### src/rtl/cw_tx_sequencer_pkg.sv
// cw_tx_sequencer_pkg: state encoding, grant codes and default timeout for the CW TX sequencer
package cw_tx_sequencer_pkg;
`ifdef CW_TX_TIMEOUT_EN
  typedef enum logic [2:0] {IDLE, PREKEY, KEYED, HANG, LOCKOUT} cw_state_t;
`else
  typedef enum logic [1:0] {IDLE, PREKEY, KEYED, HANG} cw_state_t;
`endif
  localparam logic [1:0] GRANT_NONE     = 2'd0;
  localparam logic [1:0] GRANT_STRAIGHT = 2'd1;
  localparam logic [1:0] GRANT_IAMBIC   = 2'd2;
  localparam logic [1:0] GRANT_HOST     = 2'd3;
  localparam int TOT_MS_DEFAULT = 10000;
endpackage

### src/rtl/cw_ms_timer.sv
// cw_ms_timer: do1k-driven saturating millisecond counter with clear and live compare
module cw_ms_timer #(
  parameter int W = 10
) (
  input  logic         IF_clk,
  input  logic         IF_rst,
  input  logic         clr,
  input  logic         tick,
  input  logic [W-1:0] limit,
  output logic         hit
);
  logic [W-1:0] cnt;
  // clear wins over a coincident tick; the count sticks at all-ones instead of wrapping
  always_ff @(posedge IF_clk or posedge IF_rst)
    if (IF_rst) cnt <= '0;
    else cnt <= clr ? '0 : (tick && !(&cnt)) ? cnt + 1'b1 : cnt;
  assign hit = cnt == limit;
endmodule

### src/rtl/cw_tx_sequencer.sv
// cw_tx_sequencer: T/R relay and carrier sequencing for straight/iambic/host CW; CW_TX_TIMEOUT_EN adds key-down timeout lockout
module cw_tx_sequencer
  import cw_tx_sequencer_pkg::*;
#(
  parameter int TOT_MS = TOT_MS_DEFAULT
) (
  input  logic       IF_clk,
  input  logic       IF_rst,
  input  logic       do1k,
  input  logic       key_straight,
  input  logic       key_iambic,
  input  logic       key_host,
  input  logic       FPGA_PTT,
  input  logic [1:0] IF_Keyer_Mode,
  input  logic [7:0] IF_CW_PTT_delay,
  input  logic [9:0] IF_CW_Hang_Time,
  output logic       tx_en,
  output logic       cw_key,
  output logic [1:0] grant,
  output logic       tot_flag
);
  cw_state_t state, state_n;
  logic [1:0] grant_n, req_grant;
  logic [9:0] limit_dh;
  logic own, el_s, el_i, hit_dh, active_n;
  assign el_s = key_straight && IF_Keyer_Mode == 2'b00;
  assign el_i = key_iambic && (IF_Keyer_Mode == 2'b01 || IF_Keyer_Mode == 2'b10);
  assign req_grant = el_s ? GRANT_STRAIGHT : el_i ? GRANT_IAMBIC : key_host ? GRANT_HOST : GRANT_NONE;
  assign own = grant == GRANT_STRAIGHT ? key_straight :
               grant == GRANT_IAMBIC   ? key_iambic   :
               grant == GRANT_HOST     ? key_host     : 1'b0;
  assign limit_dh = state == PREKEY ? {2'b00, IF_CW_PTT_delay} : IF_CW_Hang_Time;
  cw_ms_timer #(.W(10)) u_dh (
    .IF_clk(IF_clk), .IF_rst(IF_rst), .clr(state_n != state), .tick(do1k),
    .limit(limit_dh), .hit(hit_dh)
  );
`ifdef CW_TX_TIMEOUT_EN
  localparam logic [13:0] TOT_LIM = 14'(TOT_MS);
  logic hit_tot;
  cw_ms_timer #(.W(14)) u_tot (
    .IF_clk(IF_clk), .IF_rst(IF_rst), .clr(state != KEYED), .tick(do1k),
    .limit(TOT_LIM), .hit(hit_tot)
  );
  assign active_n = state_n != IDLE && state_n != LOCKOUT;
`else
  assign active_n = state_n != IDLE;
`endif
  // next state; key drop outranks the delay compare so a short tap never emits carrier
  always_comb begin
    state_n = state;
    case (state)
      IDLE:    state_n = req_grant != GRANT_NONE ? PREKEY : IDLE;
      PREKEY:  state_n = !own ? HANG : hit_dh ? KEYED : PREKEY;
`ifdef CW_TX_TIMEOUT_EN
      KEYED:   state_n = hit_tot ? LOCKOUT : own ? KEYED : HANG;
      LOCKOUT: state_n = (key_straight || key_iambic || key_host) ? LOCKOUT : IDLE;
`else
      KEYED:   state_n = own ? KEYED : HANG;
`endif
      HANG:    state_n = own ? KEYED : hit_dh ? IDLE : HANG;
      default: state_n = IDLE;
    endcase
    grant_n = state == IDLE ? req_grant : state_n == IDLE ? GRANT_NONE : grant;
  end
  // outputs are registered from the next state so they move on the same edge as the state
  always_ff @(posedge IF_clk or posedge IF_rst)
    if (IF_rst) begin
      state  <= IDLE;
      grant  <= GRANT_NONE;
      tx_en  <= 1'b0;
      cw_key <= 1'b0;
    end else begin
      state  <= state_n;
      grant  <= grant_n;
      tx_en  <= active_n | FPGA_PTT;
      cw_key <= state_n == KEYED;
    end
`ifdef CW_TX_TIMEOUT_EN
  // lockout indicator follows the state register
  always_ff @(posedge IF_clk or posedge IF_rst)
    if (IF_rst) tot_flag <= 1'b0;
    else tot_flag <= state_n == LOCKOUT;
`else
  assign tot_flag = 1'b0;
`endif
endmodule

### config.mk
export PLATFORM = sky130hd
export DESIGN_NAME = cw_tx_sequencer
export DESIGN_NICKNAME = d
export VERILOG_FILES = /design/src/rtl/cw_tx_sequencer_pkg.sv /design/src/rtl/cw_ms_timer.sv /design/src/rtl/cw_tx_sequencer.sv
export SDC_FILE = /design/constraint.sdc
export NUM_CORES = 1
export LEC_CHECK = 0
export ABC_AREA = 0
export ABC_CLOCK_PERIOD_IN_PS = 4700
export CAP_MARGIN = 20
export CORE_ASPECT_RATIO = 1.75
export CORE_MARGIN = 5
export CORE_UTILIZATION = 25
export CTS_CLUSTER_DIAMETER = 200
export DETAILED_ROUTE_END_ITERATION = 16
export PLACE_DENSITY = 0.55
export SYNTH_ARGS = -nofsm -noshare
export SYNTH_HDL_FRONTEND = slang
export SYNTH_SLANG_ARGS = --single-unit
### constraint.sdc
create_clock -name IF_clk -period 4.7 [get_ports IF_clk]
set_input_delay 0.47 -clock IF_clk [delete_from_list [all_inputs] [get_ports IF_clk]]
set_output_delay 0.47 -clock IF_clk [all_outputs]
set_load 0.02 [all_outputs]
==> metrics.md, run 1 <==
| Metric | Value |
|---|---|
| Main flop type after synthesis | dfrtp_1 |
| Sink Count | 16 |
| EDFF count, synth | 0 |
| Crit-path slowest cell | nor3_2 |
| Worst Setup Path Type | reg2reg |
| Clk buf depth | 2 |
| Worst-path maximum fanout | 12 |
| Slew headroom | 55.8% |
| Routability congestion estimate | 0.800 |
| Post_cts resized | 0 |
| Register area share after synthesis | 33.0% |
| Ranking of synthesized cells by area | dfrtp_1, xnor2_1, xor2_1 |
| IO Port Bufs | 30 |
| Cell Pwr Density | 332 nW/µm² |
| Dominant cell type by area after synthesis | dfrtp_1 |
| Final setup TNS | 0 ps |
| Initial antenna violation count | 0 |
| Largest net degree at the start of global routing | 17 |
| Switch share | 36.1% |
| Placement Cell Area | 1530 µm² |
| Total gr overflow | 0 |
| P_leak | 0.595 nW |
| Worst skew pair latency | 240 ps |
| WP buf/inv | 0 |
| Antenna cell count | 0 |
| Layout cell share with drive strength beyond 1 | 9.20% |
| Starting Density | 25.8% |
| Crit path capture type | flop |
| FMAX | 0.414 GHz |
| Ordered list of cells on the worst path | nor2b_4, mux2i_1, xor2_1, nand4_2, nor3_2, nor3_1 |
| Root Buffer | clkbuf_8 |
| RR Startpoint | state[1] |
| Warnings from Yosys | 0 |
| Syn avg cell area | 8.98 µm² |
| # setup viols final | 0 |
| Final Skew | 0.505 ps |
| Crit path from | state[1] |
| CP Launch Type | flop |
| Run status | finished clean |
| Synth Net Count | 164 |
| Fin. Hold Viols | 0 |
| Critical path data required time | 4800 ps |
| WP data arrival | 2520 ps |
| Dpl hpwl | 2.23 mm |
| Final nets | 193 |
| CP top delay family | simple AND/OR/NAND/NOR gates |
| DP Cell Count | 211 |
| Synth Instances | 135 |
| Post-CTS Setup Inserts | 0 |
| Flop pwr share | 37.3% |
| Vias per inst | 4.74 |
| Area of the multi-input gates | 731 µm² |
| Layout fillers | 500 |
| Drt pass-1 iters | 4 |
| Max-capacitance violation count | 0 |
| Final Critical Period | 2420 ps |
| Flops & latches, synth | 16 |
| Die area | 6400 µm² |
| Slew Limit Fails | 0 |
| WL/cell | 13.2 µm |
| Drt total wl | 2.83 mm |
| Power Internal | 0.000336 W |
| Post-route clock period utilization | 51.4% |
| Num CTS Buffers | 3 |
| Clk pin slew, worst setup/hold paths | 60 ps |
| DIE HEIGHT | 102 µm |
| Clock power frac | 22.8% |
| Worst slew pin tran | 660 ps |
| Crit-path max cell delay | 600 ps |
| Post-Layout Inst Area | 1590 µm² |
| Post-CTS Hold Buffers | 0 |
| Top Ports | 32 |
| Switching power | 0.000190 W |
| Die span in x | 62.6 µm |
| Combinational power share | 39.8% |
| VDD IR max | 0.208 mV |
| Synthesis-to-finish area growth | 30.8% |
| Hold Path Class | in2async |
| Non-Filler Instances | 215 |
| Unrepaired setup endpoints after global routing | false |
| Total track usage | 9.84% |
| Synth Cell Area | 1210 µm² |
| Post-route DRC | 0 |
| DRT iter0 DRCs | 24 |
| First-pass GRT wire length | 5.13 mm |
| Register area | 400 µm² |
| Count of cell types in the netlist | 45 |
| Number of nets still failing antenna checks after routing | 0 |
| # rows | 33 |
| CTS tree | yes |
| Asr flop ratio synth | 100% |
| Core area | 4710 µm² |
| Vias | 1019 |
| Synth top area share | 33.0% |
| Vias in the first global route | 1118 |
| Final core utilization | 33.7% |
| H-tree levels | 1 |
layout make-up:
cell class / instances / area share (%)
Multi-Input combinational cell: 104 / 46.1
Clock buffer: 4 / 3.47
Sequential cell: 16 / 25.3
Timing Repair Buffer: 30 / 18.9
Inverter: 9 / 2.13
Tap cell: 52 / 4.10
kinds of logic (layout without fill, tap and decap cells):
kind of cell / count (synthesis) / in the layout / synth area share, %
AO/OA/AOI/OAI: 23 / 23 / 14.1
XOR/XNOR: 18 / 18 / 13.0
AND/OR/NAND/NOR: 53 / 53 / 24.9
multiplexers: 7 / 7 / 5.88
other: 1 / 1 / 0.309
flip-flops: 16 / 16 / 33.0
adder cells (fa/ha/maj): 2 / 2 / 2.06
buffers and inverters: 15 / 43 / 6.71
registers in the layout (all words and copies together), names as in the netlist:
signal and cells:
cw_key 1, grant 2, state 2, tx_en 1, u_dh.cnt 10
Yosys cell counts, types with 2 or more instances:
master	number
ha_1	2
nor2_1	9
nand3_1	9
dfrtp_1	16
o31ai_1	2
a22oi_1	2
mux2i_1	6
a211oi_1	2
xnor2_1	10
a21oi_1	2
nor3_1	13
inv_1	9
buf_2	2
xor2_1	8
nand2_1	9
o21ai_0	5
power groups by stage:
stage / clock [W] / combinational, W / sequential [W]
floorplan: 0 / 0.000131 / 0.000203
global placement: 0 / 0.000211 / 0.000200
detailed placement: 0 / 0.000212 / 0.000199
CTS: 0.000125 / 0.000213 / 0.000198
global route: 0.000133 / 0.000230 / 0.000203
finish: 0.000120 / 0.000210 / 0.000196
metal layers:
layer | global-route usage, % | routed length [µm] | up-vias | part of all wire [%]
met1 | 10.9 | 1150 | 454 | 40
li1 | - | - | 528 | -
met2 | 16.4 | 1390 | 29 | 49
met3 | 2.86 | 191 | 8 | 6.7
met5 | 0 | 0 | - | 0
met4 | 6.37 | 102 | 0 | 3.6
cell usage in the layout, fill, tap and decap left out, types with 2 or more instances in the layout:
master,netlist,layout
xnor2_1,10,10
o21ai_0,5,5
o31ai_1,2,2
mux2i_1,6,6
dfrtp_1,16,16
clkdlybuf4s50_1,0,30
ha_1,2,2
clkbuf_8,0,4
a22oi_1,2,2
nand3_1,9,9
xor2_1,8,8
a211oi_1,2,2
nor2_1,9,9
nor3_1,13,13
a21oi_1,2,2
inv_1,9,9
nand2_1,9,9
final timing paths:
| path | slack [ps] | cells after the start | to |
|---|---|---|---|
| max | 2280 | 6 | u_dh.cnt[7] |
| min | 610 | 2 | u_dh.cnt[7] |
| max reg2reg | 2280 | 6 | u_dh.cnt[7] |
| min reg2reg | 610 | 2 | grant[0] |
| max in group asynchronous | 3690 | 2 | u_dh.cnt[6] |
| min in group IF_clk | 610 | 2 | grant[0] |
through the flow:
| step | worst slack (ps) | hold slack, ps | total power (W) |
|---|---|---|---|
| 5_1_grt | 2000 | 660 | 0.000566 |
| 6_report | 2280 | 609 | 0.000526 |
| 2_1_floorplan | 2850 | 384 | 0.000334 |
| 3_5_place_dp | 2030 | 594 | 0.000411 |
| 4_1_cts | 2220 | 607 | 0.000536 |
| 3_3_place_gp | 2130 | 596 | 0.000411 |
(Power assumes the default switching activity.)
==> run 2: changes to the inputs <==
Settings changed: ABC_CLOCK_PERIOD_IN_PS 4700 to 2100, PLACE_DENSITY 0.55 to 0.56.
Clock period 4.7 ns to 2.1 ns, I/O delays scaled along.
==> run 2 against run 1 <==
Total power rose by 120%. Clock skew is 1.7 ps higher. Highest routed layer unchanged. Wire length is 0.42% lower. Via count grew 7.2%. Worst hold slack got worse by 260 ps. Clock power is 87% higher. Non-clock buffer count rose by 10. Largest cell class unchanged. Sequential power is 110% higher. Die area unchanged. Sequential share of layout area fell by 1.0 points. Critical path depth rose by 1.
==> metrics.md, run 2 (synthesis results as in run 1) <==
| Metric | Value |
|---|---|
| Run status | finished clean (unchanged) |
| Slew Limit Fails | 0 (unchanged) |
| Drt total wl | 2.82 mm (was 2.83 mm) |
| Final worst slack | 158 ps (was 2280 ps) |
| Post-route clock period utilization | 92.5% (was 51.4%) |
| Layout cell share with drive strength beyond 1 | 14.5% (was 9.20%) |
| Synthesis-to-finish area growth | 36.1% (was 30.8%) |
| Worst-path maximum fanout | 5 (was 12) |
| Fin. Hold Viols | 0 (unchanged) |
| Total gr overflow | 0 (unchanged) |
| Vias in the first global route | 1165 (was 1118) |
| Final Skew | 2.22 ps (was 0.505 ps) |
| Cell Pwr Density | 711 nW/µm² (was 332 nW/µm²) |
| # rows | 33 (unchanged) |
| Most frequent cells in the layout | clkdlybuf4s50_1, dfrtp_1, nor3_1, xnor2_1, buf_4 (was clkdlybuf4s50_1, dfrtp_1, nor3_1, xnor2_1) |
| DRT iter0 DRCs | 29 (was 24) |
| Worst slew pin tran | 630 ps (was 660 ps) |
| P_leak | 0.641 nW (was 0.595 nW) |
| CTS tree | yes (unchanged) |
| DIE HEIGHT | 102 µm (unchanged) |
| Die span in x | 62.6 µm (unchanged) |
| Commonest non-fill, non-tap cell in the layout | clkdlybuf4s50_1 (unchanged) |
| Unrepaired setup endpoints after global routing | true (was false) |
| CP Launch Type | flop (unchanged) |
| Final nets | 203 (was 193) |
| WL met2 | 1.53 mm (was 1.39 mm) |
| Clk buf depth | 2 (unchanged) |
| # setup viols final | 0 (unchanged) |
| Wl on met1 | 1.03 mm (was 1.15 mm) |
| WL met3 | 198 µm (was 191 µm) |
| Critical path data required time | 2220 ps (was 4800 ps) |
| Final setup TNS | 0 ps (unchanged) |
| Dpl hpwl | 2.32 mm (was 2.23 mm) |
| Initial antenna violation count | 0 (unchanged) |
| Starting Density | 25.8% (unchanged) |
| Vias per inst | 4.88 (was 4.74) |
| Root Buffer | clkbuf_8 (unchanged) |
| Num CTS Buffers | 3 (unchanged) |
| FMAX | 0.515 GHz (was 0.414 GHz) |
| Max FFs per register | 10 (unchanged) |
| Die area | 6400 µm² (unchanged) |
| Number of nets still failing antenna checks after routing | 0 (unchanged) |
| Post-CTS Hold Buffers | 0 (unchanged) |
| Vias | 1092 (was 1019) |
| Slew headroom | 57.9% (was 55.8%) |
| Top flop regs | u_dh.cnt: 10 flops, grant: 2 flops, state: 2 flops (unchanged) |
| Largest net degree at the start of global routing | 17 (unchanged) |
| Layout fillers | 516 (was 500) |
| First-pass GRT wire length | 4.95 mm (was 5.13 mm) |
| IO Port Bufs | 30 (unchanged) |
| H-tree levels | 1 (unchanged) |
| Crit path capture type | flop (unchanged) |
| Reg with most FFs | u_dh.cnt (unchanged) |
| Top Ports | 32 (unchanged) |
| Drt pass-1 iters | 3 (was 4) |
| DP Worst Slack | -22.9 ps (was 2030 ps) |
| Final Critical Period | 1940 ps (was 2420 ps) |
| VDD IR max | 0.317 mV (was 0.208 mV) |
| Worst skew pair latency | 250 ps (was 240 ps) |
| Max-capacitance violation count | 0 (unchanged) |
| Post-route DRC | 0 (unchanged) |
| Total track usage | 9.50% (was 9.84%) |
| Hold Path Class | in2async (unchanged) |
| Core area | 4710 µm² (unchanged) |
| Sink Count | 16 (unchanged) |
| Clk pin slew, worst setup/hold paths | 60 ps (about the same) |
| Routability congestion estimate | 0.783 (was 0.800) |
| Antenna cell count | 0 (unchanged) |
| Highest metal used | met4 (unchanged) |
| WP data arrival | 2060 ps (was 2520 ps) |
| Worst Setup Path Type | reg2reg (unchanged) |
| WL/cell | 12.6 µm (was 13.2 µm) |
[run 2: changes by cell type in the layout (fill, tap and decap cells not counted)]
| cell | before | now |
|---|---|---|
| buf_4 | 0 | 10 |
| clkbuf_8 | 4 | 3 |
| mux2i_1 | 6 | 5 |
| mux2i_2 | 0 | 1 |
[run 2: cell type report]
class | count | area [µm²] | area share (%)
Multi-Input combinational cell | 104 | 734 | 44.5
Sequential cell | 16 | 400 | 24.3
Timing Repair Buffer | 40 | 375 | 22.7
Tap cell | 52 | 65.1 | 3.94
Clock buffer | 3 | 41.3 | 2.50
Inverter | 9 | 33.8 | 2.05
[run 2: layer usage]
layer | vias up | GRT usage (%)
met4 | 0 | 4.90
met3 | 5 | 2.64
met2 | 27 | 18.8
met1 | 510 | 8.53
met5 | - | 0
li1 | 550 | -
[run 2: report_power, final]
| part | leakage, nW | switching, W | total, W | internal (W) |
|---|---|---|---|---|
| sequential | 0.198 | 0.0000571 | 0.000421 | 0.000364 |
| clock | 0.0216 | 0.0000969 | 0.000224 | 0.000127 |
| combinational | 0.421 | 0.000267 | 0.000528 | 0.000261 |
| total | 0.641 | 0.000421 | 0.00117 | 0.000751 |
[run 2: what timing repair did]
action | CTS | global route
setup endpoints to repair | 0 | 1
setup buffers | 0 | 2
resized for setup | 0 | 1
[run 2: critical path: stages, from the launching register on]
cell     delay, ps
dfrtp_1        400
nor2b_4        210
buf_4          160
nor2_2          40
o32ai_2        240
nand4_2        230
nor4_4         400
o22ai_1        120
[run 2: worst paths after layout]
| kind | startpoint | to | slack, ps | cells after the start |
|---|---|---|---|---|
| max | state[1] | grant[1] | 160 | 7 |
| min | IF_rst | state[1] | 350 | 2 |
| max in group asynchronous | IF_rst | tx_en | 1350 | 2 |
| min in group IF_clk | FPGA_PTT | tx_en | 530 | 2 |
| max reg2reg | state[1] | grant[1] | 160 | 7 |
| min reg2reg | grant[0] | grant[0] | 610 | 2 |
[run 2: through the flow]
step	utilization, %	cell area [µm²]	total power [W]	cells	hold WS [ps]
floorplan	-	1210	0.000747	135	124
global placement	33.8	1590	0.000955	219	618
detailed placement	33.8	1590	0.000958	219	611
CTS	34.7	1630	0.00120	222	378
global route	35.1	1650	0.00126	224	433
finish	35.1	1650	0.00117	224	349
